<file path="src/rtl/level_debounce_if.sv">
// rtl/level_debounce_if.sv - level input / debounced output bundle for level_debounce
//
// Purpose: groups the raw level input and the debounced status outputs so the
// debouncer and its driver share one port.
// Signals:
//   D          raw asynchronous level (switch or pin), may bounce
//   Q          synchronized, debounced level
//   busy       1 while a candidate level change is being qualified
//   glitch_cnt saturating count of aborted qualifications
// Modports:
//   master     drives D, observes Q/busy/glitch_cnt
//   slave      the debouncer: samples D, drives Q/busy/glitch_cnt
interface level_debounce_if;
  logic       D;
  logic       Q;
  logic       busy;
  logic [7:0] glitch_cnt;

  modport master (output D, input Q, input busy, input glitch_cnt);
  modport slave  (input D, output Q, output busy, output glitch_cnt);
endinterface

</file>
<file path="src/rtl/level_debounce.sv">
// rtl/level_debounce.sv - synchronizer plus 4-state debouncer for a bouncing level
//
// Purpose: brings an asynchronous level into the clk domain through a
// SYNC_STAGES flop chain, then only lets Q follow it after DB_CYCLES
// consecutive identical synchronized samples. Aborted qualifications are
// counted in a saturating 8-bit glitch counter.
// Ports:
//   clk        rising-edge clock for all state
//   rst        asynchronous reset, active low (0 = reset)
//   bus.D      raw level in
//   bus.Q      debounced level out (flop)
//   bus.busy   qualification in progress (flop)
//   bus.glitch_cnt  aborted qualification count, saturates at 255 (flop)
module level_debounce #(
  parameter int SYNC_STAGES = 2,
  parameter int DB_CYCLES   = 4
) (
  input  logic             clk,
  input  logic             rst,
  level_debounce_if.slave  bus
);

  localparam int             CW       = $clog2(DB_CYCLES + 1);
  localparam logic [CW-1:0]  CNT_ZERO = '0;
  localparam logic [CW-1:0]  CNT_ONE  = CW'(1);
  localparam logic [CW-1:0]  CNT_LAST = CW'(DB_CYCLES - 1);
  localparam logic [7:0]     GL_MAX   = 8'hFF;

  typedef enum logic [1:0] {
    ST_LO  = 2'd0,
    CHK_HI = 2'd1,
    ST_HI  = 2'd2,
    CHK_LO = 2'd3
  } state_t;

  logic [SYNC_STAGES-1:0] sync;
  logic                   s;

  state_t        state, state_nxt;
  logic [CW-1:0] cnt, cnt_nxt;
  logic          q, q_nxt;
  logic          busy, busy_nxt;
  logic [7:0]    glitch, glitch_nxt;
  logic          abort;

  // Synchronizer chain: bit 0 captures the raw pin, the top bit is the only
  // value the FSM ever looks at.
  always_ff @(posedge clk or negedge rst) begin
    if (!rst) begin
      sync <= '0;
    end else begin
      sync <= {sync[SYNC_STAGES-2:0], bus.D};
    end
  end

  assign s = sync[SYNC_STAGES-1];

  always_ff @(posedge clk or negedge rst) begin
    if (!rst) begin
      state  <= ST_LO;
      cnt    <= CNT_ZERO;
      q      <= 1'b0;
      busy   <= 1'b0;
      glitch <= 8'd0;
    end else begin
      state  <= state_nxt;
      cnt    <= cnt_nxt;
      q      <= q_nxt;
      busy   <= busy_nxt;
      glitch <= glitch_nxt;
    end
  end

  // Next state. q/busy are computed from the next state so the registered
  // outputs line up with the state register on the same edge.
  always_comb begin
    state_nxt = state;
    cnt_nxt   = cnt;
    abort     = 1'b0;

    unique case (state)
      ST_LO: begin
        if (s) begin
          state_nxt = CHK_HI;
          cnt_nxt   = CNT_ONE;
        end
      end
      CHK_HI: begin
        if (!s) begin
          state_nxt = ST_LO;
          cnt_nxt   = CNT_ZERO;
          abort     = 1'b1;
        end else if (cnt == CNT_LAST) begin
          state_nxt = ST_HI;
          cnt_nxt   = CNT_ZERO;
        end else begin
          cnt_nxt = cnt + CNT_ONE;
        end
      end
      ST_HI: begin
        if (!s) begin
          state_nxt = CHK_LO;
          cnt_nxt   = CNT_ONE;
        end
      end
      CHK_LO: begin
        if (s) begin
          state_nxt = ST_HI;
          cnt_nxt   = CNT_ZERO;
          abort     = 1'b1;
        end else if (cnt == CNT_LAST) begin
          state_nxt = ST_LO;
          cnt_nxt   = CNT_ZERO;
        end else begin
          cnt_nxt = cnt + CNT_ONE;
        end
      end
      default: begin
        state_nxt = ST_LO;
        cnt_nxt   = CNT_ZERO;
      end
    endcase

    // Q is high in ST_HI and while a falling change is still being qualified.
    q_nxt      = (state_nxt == ST_HI) || (state_nxt == CHK_LO);
    busy_nxt   = (state_nxt == CHK_HI) || (state_nxt == CHK_LO);
    glitch_nxt = (abort && (glitch != GL_MAX)) ? glitch + 8'd1 : glitch;
  end

  assign bus.Q          = q;
  assign bus.busy       = busy;
  assign bus.glitch_cnt = glitch;

endmodule

</file>
<file path="src/flat_wrapper.sv">
// flat-port wrapper written by rule: the top's interface ports become plain ports
module level_debounce_flat 
#(
  parameter int SYNC_STAGES = 2,
  parameter int DB_CYCLES   = 4
)
  (clk, rst, bus_D, bus_Q, bus_busy, bus_glitch_cnt);
  level_debounce_if bus_i ();
  input  logic clk;
  input  logic rst;
  input wire logic [$bits(bus_i.D)-1:0] bus_D;
  output wire logic [$bits(bus_i.Q)-1:0] bus_Q;
  output wire logic [$bits(bus_i.busy)-1:0] bus_busy;
  output wire logic [$bits(bus_i.glitch_cnt)-1:0] bus_glitch_cnt;
  assign bus_i.D = bus_D;
  assign bus_Q = bus_i.Q;
  assign bus_busy = bus_i.busy;
  assign bus_glitch_cnt = bus_i.glitch_cnt;
  level_debounce #(.SYNC_STAGES(SYNC_STAGES), .DB_CYCLES(DB_CYCLES)) u_core (.clk(clk), .rst(rst), .bus(bus_i));
endmodule
</file>
<file path="config.mk">
export PLATFORM = sky130hd
export DESIGN_NAME = level_debounce_flat
export DESIGN_NICKNAME = d
export VERILOG_FILES = /design/src/rtl/level_debounce_if.sv /design/src/rtl/level_debounce.sv /design/src/flat_wrapper.sv
export SDC_FILE = /design/constraint.sdc
export NUM_CORES = 1
export LEC_CHECK = 0
export CAP_MARGIN = 30
export CORE_MARGIN = 2
export CORE_UTILIZATION = 30
export CTS_BUF_LIST = sky130_fd_sc_hd__clkbuf_16
export DETAILED_ROUTE_END_ITERATION = 8
export MAX_ROUTING_LAYER = met4
export SETUP_SLACK_MARGIN = 0.3
export SLEW_MARGIN = 30
export SYNTH_ARGS = -nofsm -noshare
export SYNTH_HDL_FRONTEND = slang
export SYNTH_SLANG_ARGS = --single-unit
</file>
<file path="constraint.sdc">
create_clock -name clk -period 3.4 [get_ports clk]
set_clock_uncertainty 0.05 [all_clocks]
set_input_delay 0.68 -clock clk [delete_from_list [all_inputs] [get_ports clk]]
set_output_delay 0.68 -clock clk [all_outputs]
set_load 0.02 [all_outputs]
</file>
==> metrics.cfg <==
[outcome]
outcome=finished, final reports clean

[floorplanning]
initial_core_util=0.323
num_rows=17
die-area_um2=2810
die_h_um=53.0
core_area_um2=2230
die_w_um=53.0
top_level_ports=13

[timing]
tightest_slew_ns=0.690
max_freq_mhz=461
drv_slew=0
whs_ns=0.298
rsz0062_at_grt=no
hold_viol=0
slew-limit-headroom=0.539
finalSetupViolations=0
layout_setup_ws_ns=1.23
finalSetupTns_ns=0
fin_crit_sh=0.638
period_minus_slack_ns=2.17

[cts]
cts_buffer_depth=2
clock_latency_ns=0.24
cts_hold_buf=0
cts.sinks=16
cts_tree=yes
cts_made_buffers=3
cts_setup_buffers=0
cts.reportedPaths.clkPinSlew_ns=0.04
cts_resized=0
htreeDepth=1
root_buffer=clkbuf_16

[setup_path]
critical_path_buf_inv_count=1
cp.arrival_ns=1.44
slowest_delay_ns=0.68
critPathMaxFanout=12
crit_path_start=u_core.state[0]$_DFF_PN0_
path_delay_family=buffers and inverters
required_ns=2.67
cp_slowest_cell=clkdlybuf4s50_1
end_kind=output pin
cp.depth=1
rr_worst_depth=4
r2r_start=u_core.sync[1]$_DFF_PN0_
path_class=reg2out
worstPathCellList=clkdlybuf4s50_1
start_kind=register

[synth]
async_flop_share=1.00
synth_seq_area_share=0.556
synth-edff-count=0
synth.cell_area_um2=721
syn_nets=64
synth_flop_cell=dfrtp_1
ys_seq_elements=16
ys.warnings.count=0
synth.distinct_cells=24
syn_avg_cell_area_um2=12.2
synth_cells=59

[layout]
final_cell_mix=16 x dfrtp_1, 12 x clkdlybuf4s50_1, 5 x nand2_1, 5 x nand3_1
layout-drive-gt1-share=0.137
fillers=214
final_common_cell=dfrtp_1
seqCellArea_um2=400
finalNetCount=80
area_growth_pct=31.3
multi_input_comb_area_um2=315
final_area_um2=946
antenna_cells=0

[grt]
grt_pass1_vias=463
grt_pass1_wl_mm=2.14
antenna_found_initial=0
grt_max_degree=17
grt_overflow=0
grt_usage=0.112

[detailed_routing]
vias=487
ant_nets=0
via_per_inst=4.82
drt_wl_total_mm=1.19
drt_pass1_iterations=2
drtIter0Drc=3
wl_per_cell_um=11.8
drc=0

[power_and_ir_drop]
powerDensity_nw_per_um2=937
peakVddDrop_mv=0.566
p_leak_uw=0.000407

[placement]
place_congestion=0.692
place_area_um2=871
dpl.hpwl_um=883
pre_cts_slack_ns=1.50
port-buffer-count=12

[worst_hold_path]
min_path_cells=0
hp-start=u_core.sync[0]$_DFF_PN0_
hold_class=reg2reg

[flow_run]
drv_cap=0

-- synth_stat cells (all sizes together), types with 2 or more instances --
cell | number | area share
ha | 2 | 0.035
o21a | 2 | 0.021
a21oi | 3 | 0.021
nor2 | 3 | 0.016
and4 | 2 | 0.028
xnor2 | 4 | 0.059
nand3 | 5 | 0.035
nor2b | 2 | 0.017
mux2 | 5 | 0.089
nand2 | 5 | 0.026
nand4 | 3 | 0.035
dfrtp | 16 | 0.56
-- final cells by class --
class / count / share of cell area
Timing Repair Buffer: 12 / 0.127
Sequential cell: 16 / 0.423
Multi-Input combinational cell: 42 / 0.333
Clock buffer: 3 / 0.0794
Tap cell: 28 / 0.0370
-- through the flow --
stage	cells	total power, µW	utilization
after global placement	98	667	0.390
after global routing	101	948	0.424
final	101	887	0.424
after detailed placement	98	674	0.390
after CTS	101	898	0.424
after floorplan	59	539	-
-- state kept, by name, summed over array words and instances, names as in the netlist --
signal	cells
u_core.bus.glitch_cnt	8
u_core.cnt	3
u_core.state	2
u_core.sync	2
u_core.bus.Q	1
-- where the power goes --
group          total, µW  leakage, µW  internal (µW)  switching, µW
combinational        328     0.000171            171            156
sequential           341     0.000199            256           85.0
clock                218    0.0000370            154           64.0
-- logic make-up after synthesis --
family	synth area share
buffers and inverters	0.00694
adders and majority gates	0.0347
muxes	0.0885
DFF	0.556
and+or+nand+nor	0.175
AOI/OAI and AO/OA	0.0677
xor gates and xnor gates	0.0712
-- path summary, 6_finish.rpt --
path                                                             end  slack (ns)
worst max-delay path                                        bus_busy        1.23
worst min-delay path                        u_core.sync[1]$_DFF_PN0_        0.30
worst max register to register  u_core.bus.glitch_cnt[6]$_DFFE_PN0P_        1.75
worst min register to register              u_core.sync[1]$_DFF_PN0_        0.30
max in group asynchronous                  u_core.state[1]$_DFF_PN0_        2.05
min in group asynchronous       u_core.bus.glitch_cnt[1]$_DFFE_PN0P_        0.81
-- routing by layer --
metal  vias to the layer above  wire (µm)  global-route usage
met5                         -          0                   -
met4                         0         31              0.0769
met3                         4         44              0.0254
met2                         9        508               0.138
met1                       233        604               0.159
li1                        241          -                   -
No activity file was read; power rests on OpenSTA's default activity.
